**config.mk**
```make
export PLATFORM = sky130hd
export DESIGN_NAME = shift_seq8
export DESIGN_NICKNAME = d
export VERILOG_FILES = /design/src/rtl/shift_seq8.sv
export SDC_FILE = /design/constraint.sdc
export NUM_CORES = 1
export LEC_CHECK = 0
export BUFFER_PORTS_ARGS = -buffer_cell sky130_fd_sc_hd__buf_2
export CORE_ASPECT_RATIO = 1.1
export CORE_MARGIN = 8
export CORE_UTILIZATION = 55
export CTS_CLUSTER_SIZE = 30
export DETAILED_ROUTE_END_ITERATION = 16
export PLACE_DENSITY = 0.75
export SLEW_MARGIN = 20
export SYNTH_ARGS = -nofsm -noshare
export SYNTH_HDL_FRONTEND = slang
export SYNTH_SLANG_ARGS = --single-unit
```
**constraint.sdc**
```tcl
create_clock -name clk -period 2.4 [get_ports clk]
set_clock_uncertainty 0.1 [all_clocks]
set_input_delay 0.12 -clock clk [delete_from_list [all_inputs] [get_ports clk]]
set_output_delay 0.12 -clock clk [all_outputs]
set_load 0.05 [all_outputs]
```
**src/rtl/shift_seq8.sv**
```systemverilog
// Multi-cycle 8-bit shift sequencer: splits a 0-7 shift into steps of at most 3,
// applying one step per clock; supports LSR, LSL, ASR and ROR.
module shift_seq8 (
    input  logic       clk,
    input  logic       reset_n,
    input  logic       start,
    input  logic [1:0] op,
    input  logic [2:0] amount,
    input  logic [7:0] d_in,
    output logic       busy,
    output logic       done,
    output logic [7:0] d_out
);

    localparam logic [1:0] OP_LSR = 2'b00;
    localparam logic [1:0] OP_LSL = 2'b01;
    localparam logic [1:0] OP_ASR = 2'b10;
    localparam logic [1:0] OP_ROR = 2'b11;

    typedef enum logic [1:0] {
        IDLE  = 2'd0,
        SHIFT = 2'd1,
        DONE  = 2'd2
    } state_t;

    state_t     state_reg, state_next;
    logic [7:0] data_reg, data_next;
    logic [2:0] rem_reg, rem_next;
    logic [1:0] op_reg, op_next;
    logic [7:0] d_out_reg, d_out_next;

    logic [1:0] step;
    logic [2:0] rem_after;
    logic [7:0] shifted;

    // One step of the 2-bit-amount shifter; right-going ops share a 16-bit window
    // whose upper half supplies the fill bits.
    function automatic logic [7:0] shift_step(input logic [7:0] v,
                                              input logic [1:0] o,
                                              input logic [1:0] s);
        logic [15:0] win;
        logic [15:0] win_sh;
        logic [7:0]  res;
        win = {8'h00, v};
        case (o)
            OP_ASR:  win = {{8{v[7]}}, v};
            OP_ROR:  win = {v, v};
            default: win = {8'h00, v};
        endcase
        win_sh = win >> s;
        res    = win_sh[7:0];
        if (o == OP_LSL)
            res = v << s;
        return res;
    endfunction

    assign step      = (rem_reg > 3'd3) ? 2'd3 : rem_reg[1:0];
    assign rem_after = rem_reg - {1'b0, step};
    assign shifted   = shift_step(data_reg, op_reg, step);

    always_ff @(posedge clk or negedge reset_n) begin
        if (!reset_n) begin
            state_reg <= IDLE;
            data_reg  <= 8'h00;
            rem_reg   <= 3'd0;
            op_reg    <= 2'd0;
            d_out_reg <= 8'h00;
        end else begin
            state_reg <= state_next;
            data_reg  <= data_next;
            rem_reg   <= rem_next;
            op_reg    <= op_next;
            d_out_reg <= d_out_next;
        end
    end

    always_comb begin
        state_next = state_reg;
        data_next  = data_reg;
        rem_next   = rem_reg;
        op_next    = op_reg;
        d_out_next = d_out_reg;
        case (state_reg)
            IDLE: begin
                if (start) begin
                    data_next = d_in;
                    op_next   = op;
                    rem_next  = amount;
                    if (amount == 3'd0) begin
                        // Zero-distance request publishes the operand unchanged.
                        d_out_next = d_in;
                        state_next = DONE;
                    end else begin
                        state_next = SHIFT;
                    end
                end
            end
            SHIFT: begin
                data_next = shifted;
                rem_next  = rem_after;
                if (rem_after == 3'd0) begin
                    d_out_next = shifted;
                    state_next = DONE;
                end
            end
            DONE: begin
                state_next = IDLE;
            end
            default: begin
                state_next = IDLE;
            end
        endcase
    end

    assign busy  = (state_reg != IDLE);
    assign done  = (state_reg == DONE);
    assign d_out = d_out_reg;

endmodule

```
# --- Yosys cells after proc, flatten, opt, wreduce, memory -nomap -nowiden ---
# Cells that the tools add are included.
totals:
  input_bits: 16
  wordCells: 41
  reg_bits: 23
op_classes:
  add_sub_neg: 1
  mux: 15
  magnitude_cmp: 1
  n_eq_ne: 8
  shifts: 2
  n_reduce_logical: 9
op_table:
  columns: ["op", "count"]
  rows:
  - ["$mux 8", 5]
  - ["$pmux 16 s2", 1]
  - ["$pmux 8 s2", 2]
  - ["$shr 16x2->8", 1]
  - ["$mux 2", 4]
  - ["$shl 8x2->8", 1]
  - ["$eq 2x2->1 const B", 3]
  - ["$logic_not 3->1", 2]
  - ["$ne 2x2->1 const B", 3]
  - ["$pmux 3 s2", 1]
  - ["$reduce_and 2->1", 3]
  - ["$eq 2x1->1 const B", 2]
  - ["$pmux 2 s2", 1]
  - ["$reduce_and 4->1", 1]
  - ["$reduce_bool 2->1", 2]
  - ["$gt 3x2->1 const B", 1]
  - ["$mux 3", 1]
  - ["$sub 3x2->3", 1]
  - ["$logic_not 2->1", 1]

# --- Longest topological paths before layout ---
# Gate-level depths: netlist of run 1.
depth:
  depth_word: 6
  ltp_mapped: 10
  ltp_nobuf: 8

# --- Worst setup path after synthesis of run 1 ---
# Ideal clock, no wire load.
synth_timing:
  path_kind: "flip-flop to flip-flop"
  startpoint: "register rem_reg[2]"
  endpoint: "register d_out_reg[4], in the netlist d_out[4]"
  slack_ps: 367
  required_time_ps: 2208
  path_buffers: 3
  synth_period_minus_slack_ps: 2033
  stages_incl_launch_ff: 11
  arrival_time_ps: 1842
  cell_sequence: "dfrtp_1 -> buf_6 -> buf_4 -> nand2_1 -> ha_1 -> nor2b_1 -> and2_1 -> nor2_1 -> buf_2 -> nand2_1 -> o31ai_2"
synth_via:
  elab_chain_cells: 6
  word_cells_on_any_way: 11
  classes_between: "add/sub: 1; order compare: 1; eq/ne: 1; shift: 2; mux: 4; reduce/logical: 2"
synth_rtl:
  columns: ["element", "line", "rtl"]
  rows:
  - ["start: declaration", "28", "logic [2:0] rem_reg, rem_next;"]
  - ["start signal: assignment", "71", "rem_reg <= rem_next;"]
  - ["$gt 3x2->1", "57", "assign step = (rem_reg > 3'd3) ? 2'd3 : rem_reg[1:0];"]
  - ["$mux 2", "57", null]
  - ["$sub 3x2->3, or another cell as far along", "58", "assign rem_after = rem_reg - {1'b0, step};"]
  - ["$logic_not 3->1 / $mux 8 (equally long branches)", "101, 52", null]
  - ["$ne 2x2->1 (no line) / $mux 8 (equally long branches)", null, null]
  - ["$reduce_and 4->1 (no line) / $pmux 8 s2 (equally long branches)", null, null]
  - ["end signal: assignment", "73", "d_out_reg <= d_out_next;"]
  - ["end: declaration", "30", "logic [7:0] d_out_reg, d_out_next;"]
# Several ways; a longest one is shown, not always the timed one. The select of a mux whose other input is x is not followed.
# A chain may end at the register's enable or synchronous reset.

# --- Worst setup path in the final report of run 1 ---
layout_timing:
  startpoint: "register rem_reg[1]"
  endpoint: "register d_out_reg[3], in the netlist d_out[3]"
# The elaborated chain is that of the path after synthesis.

==> results of run 1 <==
layout make-up:
type                            instances  share of cell area, %
Multi-Input combinational cell        152                   50.7
Sequential cell                        23                   30.5
Timing Repair Buffer                   41                   13.8
Tap cell                               34                   2.25
Clock buffer                            4                   1.39
Inverter                                7                   1.39
layer usage:
metal	track usage (%)	routed length, um	vias to the layer above
met5	0	0	-
met4	9.57	120	0
met3	3.05	243	10
met2	30.8	2270	65
met1	25.2	2070	778
li1	-	-	777
metrics by stage:
step | worst slack [ns] | hold slack, ns | cell area (um2) | util, %
after floorplan | 0.367 | -0.276 | 1660 | -
after global placement | 0.392 | 0.0110 | 1800 | 60.6
after detailed placement | 0.344 | 0.0216 | 1800 | 60.6
after CTS | 0.315 | 0.00301 | 1890 | 63.5
after global routing | 0.154 | 0.00212 | 1890 | 63.5
final | 0.301 | 0.00623 | 1890 | 63.5
layout by cell type (no fill, tap or decap), types with 2 or more instances in the layout:
master	instances
a211o_1	2
a211oi_1	4
a21boi_0	2
a21oi_1	10
a221oi_1	2
a22o_1	5
a22oi_1	3
a31oi_1	2
and2_1	3
buf_2	25
buf_4	10
clkbuf_4	3
dfrtp_1	23
dlygate4sd3_1	6
inv_1	7
mux2i_1	6
nand2_1	36
nand2b_1	2
nor2_1	14
nor2b_1	6
nor3_1	3
o211ai_1	4
o21ai_0	13
o21ai_1	3
o221ai_1	2
o22ai_1	3
o311a_1	4
o31ai_1	3
report_power, final:
part / leakage (nW) / switching (mW) / internal, mW
registers: 0.276 / 0.277 / 0.590
clock network: 0.0150 / 0.114 / 0.0648
logic: 0.580 / 1.33 / 0.842
worst min-delay path, stage by stage:
cell and delay [ns]:
buf_2 0.09, a22oi_1 0.07, o21ai_0 0.09
final timing paths:
| path | slack (ns) | endpoint | cells past startpoint |
|---|---|---|---|
| min | 0.006 | d_out[5] | 3 |
| min in group asynchronous | 0.21 | d_out[0] | 2 |
| min reg2reg | 0.39 | d_out[0] | 2 |
| max reg2reg | 0.30 | d_out[3] | 8 |
| max | 0.30 | d_out[3] | 8 |
| max in group asynchronous | 1.63 | d_out[2] | 2 |
cell families after synthesis:
logic type	after synthesis	synth area share [%]
mux	8	6.12
buf+inv	21	7.55
simple gates	74	21.1
fa+ha+maj	1	0.755
flops	23	34.7
compound gates	69	29.7
==> flow_metrics.py, run 1 <==
metrics = {
    "logic_synthesis": {
        "avgSynthCellArea_um2": 8.45,
        "yosysWarnings": 0,
        "synth_top_area_share_pct": 34.7,
        "syn-cell-area_um2": 1660,
        "synth_enable_flop_cells": 0,
        "yosysMostFrequentCell": "nand2_1",
        "synth_common_cells": "nand2_1 (36), dfrtp_1 (23), nor2_1 (14), o21ai_0 (13), a21oi_1 (10)",
        "synth_ff_type": "dfrtp_1",
        "ys_seq_area_share_pct": 34.7,
        "synth_nets": 213,
        "synth-seq-cells": 23,
        "ys_top_cells_by_area": "dfrtp_1 (35%), nand2_1 (8.2%), o21ai_0 (3.9%), mux2i_1 (3.6%), nor2_1 (3.2%)",
        "postSynthCellCount": 196,
        "synth_cell_types": 50,
        "async_flop_share_pct": 100,
        "yosysTopAreaCell": "dfrtp_1",
    },
    "clocking": {
        "path_clk_slew_ns": 0.13,
        "clock_latency_ns": 0.31,
        "cts_tree": "built",
        "post_cts_resized": 0,
        "numCtsBuffers": 3,
        "holdBufCountCts": 6,
        "cts.sinks": 23,
        "cts_setup_buffers": 0,
        "clockBufferDepth": 2,
        "htreeDepth": 1,
        "clock-root-buffer": "clkbuf_4",
    },
    "worst_setup_path": {
        "cp.required_ns": 2.50,
        "cp_slowest_cell": "dfrtp_1",
        "slowest_delay_ns": 0.53,
        "arrival_ns": 2.20,
        "crit_buf_inv": 1,
        "path_delay_family": "simple AND/OR/NAND/NOR gates",
        "crit_path_frequent_cell": "nor2_1",
        "crit_start": "rem_reg[1]",
        "r2r_start": "rem_reg[1]",
        "path_cells": "nand2b_1 > ha_1 > nor2b_1 > and2_1 > nor2_1 > buf_4 > nor2_1 > a22o_1",
        "worstSetupPathType": "flop to flop",
        "cp-end-kind": "flop",
        "crit_fanout": 11,
        "start_kind": "flop",
    },
    "place": {
        "gp_congestion": 0.928,
        "dpl.hpwl_um": 3470,
        "port_buffers": 25,
        "place_inst": 251,
    },
    "route": {
        "vias_per_cell": 6.25,
        "vias": 1630,
        "drcViolationCount": 0,
        "ant_nets": 0,
        "wl_per_cell_um": 18.0,
        "routed_wirelength_um": 4700,
        "drt-pass1-iter-count": 4,
        "drtIter0Drc": 166,
    },
    "cells_and_area": {
        "stdcell_count": 261,
        "drive_gt1_share_pct": 20.3,
        "syn_to_final_growth_pct": 13.9,
        "multi_input_area_um2": 956,
        "regArea_um2": 576,
        "n_antenna_cell": 0,
        "layout.nets": 245,
        "n_fill_cell": 278,
    },
    "timing": {
        "fin_tns_setup_ns": 0,
        "fin_crit_ns": 2.10,
        "finalHoldViolations": 0,
        "setup_viol": 0,
        "worst_pin_slew_ns": 0.523,
        "post-route-period-util_pct": 87.5,
        "rsz0062_at_grt": "false",
        "max-slew-margin-rel_pct": 65.1,
        "slew_viol_final": 0,
        "fmax_mhz": 476,
    },
    "power_and_ir_drop": {
        "p_leak_nw": 0.871,
        "ir_worst_vdd_mv": 1.38,
        "power_per_cell_area_nw_per_um2": 1710,
        "total_power_mw": 3.22,
    },
    "run_status": {
        "outcome": "finished, final reports clean",
    },
    "floorplan": {
        "pin_count": 26,
        "die_h_um": 73.6,
        "die_area_um2": 5030,
        "die_x_um": 68.3,
        "core.rowCount": 21,
        "start_util_pct": 55.8,
        "fp.coreArea_um2": 2970,
    },
    "grt": {
        "overflow": 0,
        "grt_max_degree": 24,
        "grt_use_total_pct": 19.6,
        "grt_pass1_wl_um": 7630,
        "grt_antenna_before_repair": 0,
        "grt_pass1_vias": 1579,
    },
    "min_path": {
        "hold_start": "d_in[5]",
        "hold_path_class": "input port to flop",
    },
    "flow_run": {
        "drv_cap": 0,
    },
}
No activity file was read; power rests on OpenSTA's default activity.
==> run 2: changes to the inputs <==
--- a/config.mk
+++ b/config.mk
@@ -6,12 +6,14 @@
 export NUM_CORES = 1
 export LEC_CHECK = 0
 export BUFFER_PORTS_ARGS = -buffer_cell sky130_fd_sc_hd__buf_2
+export CELL_PAD_IN_SITES_DETAIL_PLACEMENT = 1
+export CELL_PAD_IN_SITES_GLOBAL_PLACEMENT = 1
 export CORE_ASPECT_RATIO = 1.1
 export CORE_MARGIN = 8
-export CORE_UTILIZATION = 55
+export CORE_UTILIZATION = 42
 export CTS_CLUSTER_SIZE = 30
 export DETAILED_ROUTE_END_ITERATION = 16
-export PLACE_DENSITY = 0.75
+export PLACE_DENSITY = 0.76
 export SLEW_MARGIN = 20
 export SYNTH_ARGS = -nofsm -noshare
 export SYNTH_HDL_FRONTEND = slang
==> flow_metrics.py, run 2 (synthesized netlist as in run 1, its figures left out) <==
metrics = {
    "clocking": {
        "cts_tree": "built",
        "cts.sinks": 23,
        "clock-root-buffer": "clkbuf_8",
        "htreeDepth": 1,
        "post_cts_resized": 0,
        "path_clk_slew_ns": 0.08,
        "clock_latency_ns": 0.26,
        "clockBufferDepth": 2,
        "numCtsBuffers": 3,
    },
    "run_status": {
        "outcome": "finished, final reports clean",
    },
    "place": {
        "gp_congestion": 0.926,
        "dpl.hpwl_um": 4030,
        "port_buffers": 25,
    },
    "worst_setup_path": {
        "start_kind": "flop",
        "cp.required_ns": 2.45,
        "crit_buf_inv": 2,
        "path_cells": "inv_1 > nand2_1 > ha_1 > nor2b_1 > and2_1 > nor2_1 > buf_4 > nor2_1 > a22o_1",
        "crit_path_frequent_cell": "nor2_1",
        "worstSetupPathType": "flop to flop",
        "crit_fanout": 10,
        "path_delay_family": "simple AND/OR/NAND/NOR gates",
        "cp_slowest_cell": "dfrtp_1",
        "slowest_delay_ns": 0.43,
        "arrival_ns": 2.16,
        "cp-end-kind": "flop",
    },
    "route": {
        "vias_per_cell": 5.87,
        "drtIter0Drc": 199,
        "routed_wirelength_um": 5270,
        "wl_per_cell_um": 19.1,
        "drcViolationCount": 0,
        "ant_nets": 0,
        "drt-pass1-iter-count": 4,
        "vias": 1620,
    },
    "timing": {
        "fmax_mhz": 476,
        "fin_crit_ns": 2.10,
        "setup_viol": 0,
        "max-slew-margin-rel_pct": 65.7,
        "finalHoldViolations": 0,
        "slew_viol_final": 0,
        "worst_pin_slew_ns": 0.515,
        "rsz0062_at_grt": "false",
        "post-route-period-util_pct": 87.6,
        "fin_tns_setup_ns": 0,
    },
    "cells_and_area": {
        "layout_common_cells": "nand2_1 (36), buf_2 (25), dfrtp_1 (23), nor2_1 (14), o21ai_0 (13)",
        "layout_commonest_cell": "nand2_1",
        "n_antenna_cell": 0,
        "drive_gt1_share_pct": 20.1,
        "layout.nets": 242,
        "syn_to_final_growth_pct": 14.7,
    },
    "floorplan": {
        "pin_count": 26,
        "start_util_pct": 42.8,
        "die_h_um": 81.9,
        "die_area_um2": 6210,
        "core.rowCount": 24,
        "die_x_um": 75.9,
        "fp.coreArea_um2": 3870,
    },
    "grt": {
        "grt_pass1_vias": 1640,
        "grt_pass1_wl_um": 8460,
        "grt_antenna_before_repair": 0,
        "overflow": 0,
        "grt_max_degree": 24,
        "grt_use_total_pct": 17.8,
    },
    "flow_run": {
        "drv_cap": 0,
    },
    "min_path": {
        "hold_path_class": "input port to flop",
    },
}
run 2: changes by cell type in the layout (fill, tap and decap cells not counted), sizes merged:
cell         before  now
dlygate4sd3       6    4
buf              35   34
run 2: tightest hold or removal path, stage by stage:
cell	delay (ns)
buf_2	0.10
a22oi_1	0.07
o21ai_0	0.07
run 2: timing repair:
item,CTS,global route
endpoints found under the hold margin,26,0
hold buffers,4,0
setup buffers,0,0
run 2: final timing paths:
path,from,end,slack (ns),cells past startpoint
hold / removal,d_in[5],d_out[5],0.03,3
min in group asynchronous,reset_n,d_out[6],0.28,2
setup / recovery,rem_reg[0],d_out[3],0.30,9
hold reg to reg,d_out[4],d_out[4],0.39,2
setup reg to reg,rem_reg[0],d_out[3],0.30,9
max in group asynchronous,reset_n,data_reg[5],1.58,2
run 2: layer usage:
| layer | up-vias | share of wire [%] | track usage (%) |
|---|---|---|---|
| met3 | 6 | 4.3 | 1.59 |
| met4 | 0 | 1.3 | 5.38 |
| met5 | - | 0 | 0 |
| met1 | 801 | 45 | 23.8 |
| li1 | 770 | - | - |
| met2 | 43 | 50 | 29.4 |
run 2: layout make-up:
cell class,count,area (um2)
Multi-Input combinational cell,152,956
Sequential cell,23,576
Fill cell,478,1970
Tap cell,52,65.1
Timing Repair Buffer,38,233
Inverter,7,26.3
Clock buffer,4,45.0
run 2: per-stage QoR:
stage | worst slack, ns | area (um2) | instances | utilization (%) | hold WS (ns)
2_1_floorplan | 0.367 | 1660 | 196 | - | -0.276
3_3_place_gp | 0.373 | 1820 | 268 | 46.9 | 0.0115
3_5_place_dp | 0.306 | 1820 | 268 | 46.9 | 0.0254
4_1_cts | 0.291 | 1900 | 276 | 49.1 | 0.0282
5_1_grt | 0.145 | 1900 | 276 | 49.1 | 0.0398
6_report | 0.299 | 1900 | 276 | 49.1 | 0.0335
Power of run 2 is left out: the tool's default activity adds up to more than one toggle a clock period on the data nets, which glitch-free logic cannot reach.
==> run 3: changes to the inputs <==
--- a/config.mk
+++ b/config.mk
@@ -5,15 +5,16 @@
 export SDC_FILE = /design/constraint.sdc
 export NUM_CORES = 1
 export LEC_CHECK = 0
+export ABC_AREA = 1
 export BUFFER_PORTS_ARGS = -buffer_cell sky130_fd_sc_hd__buf_2
 export CELL_PAD_IN_SITES_DETAIL_PLACEMENT = 1
 export CELL_PAD_IN_SITES_GLOBAL_PLACEMENT = 1
 export CORE_ASPECT_RATIO = 1.1
 export CORE_MARGIN = 8
-export CORE_UTILIZATION = 42
+export CORE_UTILIZATION = 39
 export CTS_CLUSTER_SIZE = 30
 export DETAILED_ROUTE_END_ITERATION = 16
-export PLACE_DENSITY = 0.76
+export PLACE_DENSITY = 0.75
 export SLEW_MARGIN = 20
 export SYNTH_ARGS = -nofsm -noshare
 export SYNTH_HDL_FRONTEND = slang
==> flow_metrics.py, run 3 <==
metrics = {
    "clocking": {
        "path_clk_slew_ns": 0.08,
        "numCtsBuffers": 3,
        "cts_setup_buffers": 0,
        "clockBufferDepth": 2,
        "cts.sinks": 23,
        "htreeDepth": 1,
        "post_cts_resized": 0,
        "clock-root-buffer": "clkbuf_8",
        "clock_latency_ns": 0.26,
        "holdBufCountCts": 4,
        "cts_tree": "built",
    },
    "cells_and_area": {
        "layout_common_cells": "nand2_1 (90), nand3_1 (35), buf_2 (25), dfrtp_1 (23), inv_1 (16)",
        "drive_gt1_share_pct": 21.2,
        "multi_input_area_um2": 871,
        "n_antenna_cell": 0,
        "layout.nets": 278,
        "layout_commonest_cell": "nand2_1",
        "stdcell_count": 312,
        "regArea_um2": 576,
        "syn_to_final_growth_pct": 16.8,
        "n_fill_cell": 535,
    },
    "logic_synthesis": {
        "yosysMostFrequentCell": "nand2_1",
        "synth_ff_type": "dfrtp_1",
        "synth_enable_flop_cells": 0,
        "synth_top_area_share_pct": 37.2,
        "yosysWarnings": 0,
        "avgSynthCellArea_um2": 6.76,
        "synth_common_cells": "nand2_1 (90), nand3_1 (35), dfrtp_1 (23), inv_1 (16), nor2_1 (12)",
        "synth_nets": 246,
        "syn-cell-area_um2": 1550,
        "async_flop_share_pct": 100,
        "synth-seq-cells": 23,
        "yosysTopAreaCell": "dfrtp_1",
        "ys_top_cells_by_area": "dfrtp_1 (37%), nand2_1 (22%), nand3_1 (11%), inv_1 (3.9%), o21ai_0 (3.2%)",
        "postSynthCellCount": 229,
        "ys_seq_area_share_pct": 37.2,
        "synth_cell_types": 25,
    },
    "route": {
        "vias_per_cell": 4.93,
        "ant_nets": 0,
        "highest_layer": "met4",
        "routed_wirelength_um": 4200,
        "wl_per_cell_um": 13.5,
        "drtIter0Drc": 46,
        "wl_met3_um": 84,
        "drt-pass1-iter-count": 4,
        "wirelength_met1_um": 2030,
        "wl_met2_um": 2030,
        "vias": 1538,
        "drcViolationCount": 0,
    },
    "worst_setup_path": {
        "worstSetupPathType": "flop to flop",
        "cp.required_ns": 2.51,
        "arrival_ns": 1.83,
        "r2r_slack_ns": 0.67,
        "start_kind": "flop",
        "cp-end-kind": "flop",
        "r2r_start": "rem_reg[2]",
        "path_cells": "nor2_4 > nand2_1 > o21ai_1 > nand2_1 > nand2_1 > nor2_1 > nand2_1 > nand3_1 > nand2_1",
        "path_delay_family": "simple AND/OR/NAND/NOR gates",
        "rr_worst_depth": 9,
        "r2r_end": "d_out[3]",
        "crit_path_frequent_cell": "nand2_1",
        "cp_slowest_cell": "dfrtp_1",
        "crit_buf_inv": 0,
        "crit_fanout": 16,
        "slowest_delay_ns": 0.48,
    },
    "timing": {
        "setup_viol": 0,
        "max-slew-margin-rel_pct": 64.6,
        "fin_crit_ns": 1.73,
        "worst_pin_slew_ns": 0.531,
        "post-route-period-util_pct": 71.9,
        "slew_viol_final": 0,
        "finalHoldViolations": 0,
        "fmax_mhz": 579,
        "fin_tns_setup_ns": 0,
        "rsz0062_at_grt": "false",
    },
    "floorplan": {
        "die_x_um": 76.1,
        "core.rowCount": 24,
        "start_util_pct": 39.7,
        "die_h_um": 82.1,
        "die_area_um2": 6250,
        "fp.coreArea_um2": 3900,
        "pin_count": 26,
    },
    "grt": {
        "grt_antenna_before_repair": 0,
        "grt_max_degree": 24,
        "grt_pass1_vias": 1638,
        "grt_use_total_pct": 14.6,
        "grt_pass1_wl_um": 7540,
        "overflow": 0,
    },
    "place": {
        "dpl.hpwl_um": 3390,
        "place_inst": 304,
        "gp_congestion": 0.823,
        "port_buffers": 25,
    },
    "min_path": {
        "hold_start": "start",
        "whs_path_depth": 3,
        "hold_end": "state_reg[0]",
        "hold_path_class": "input port to flop",
    },
    "flow_run": {
        "drv_cap": 0,
    },
    "run_status": {
        "outcome": "finished, final reports clean",
    },
}
run 3: worst min-delay path: cells and delay by family:
family | cells | cell delay (ns)
and+or+nand+nor | 1 | 0.09
AOI/OAI and AO/OA | 1 | 0.07
buffers and inverters | 1 | 0.10
run 3: cells by family after synthesis:
kind of cell / Yosys count / synth area share, %
buffers and inverters: 23 / 6.62
adders and majority gates: 1 / 0.808
AOI/OAI and AO/OA: 21 / 7.43
and+or+nand+nor: 161 / 48.0
DFF: 23 / 37.2
run 3: layer usage:
layer	GRT usage [%]	up-vias
li1	-	790
met1	18.3	724
met2	25.5	20
met3	1.95	4
met4	5.38	0
met5	0	-
run 3: area by class of cell:
type                    count  share of cell area, %
multi-input cells         183                   48.1
flip-flops and latches     23                   31.8
repair buffers             31                   9.96
inverters                  19                   3.94
well taps                  52                   3.60
clock buffers               3                   2.28
clock inverters             1                  0.277
run 3: per-stage QoR:
step | setup WS, ns | hold WS [ns] | instance area [um2] | util (%)
final | 0.674 | 0.0644 | 1810 | 46.3
after global routing | 0.496 | 0.0854 | 1810 | 46.3
after CTS | 0.694 | 0.0642 | 1810 | 46.3
after detailed placement | 0.705 | 0.0293 | 1720 | 44.1
after global placement | 0.733 | 0.0276 | 1720 | 44.1
after floorplan | 0.936 | -0.276 | 1550 | -
run 3: worst max-delay path by stage:
stage	startpoint	end	cells past startpoint
after floorplan	rem_reg[0]	d_out[0]	8
after global placement	rem_reg[2]	d_out[5]	8
after detailed placement	rem_reg[2]	d_out[5]	8
after CTS	rem_reg[2]	d_out[3]	9
after global routing	rem_reg[0]	d_out[1]	8
final	rem_reg[2]	d_out[3]	9
Power of run 3 is left out for the same reason.
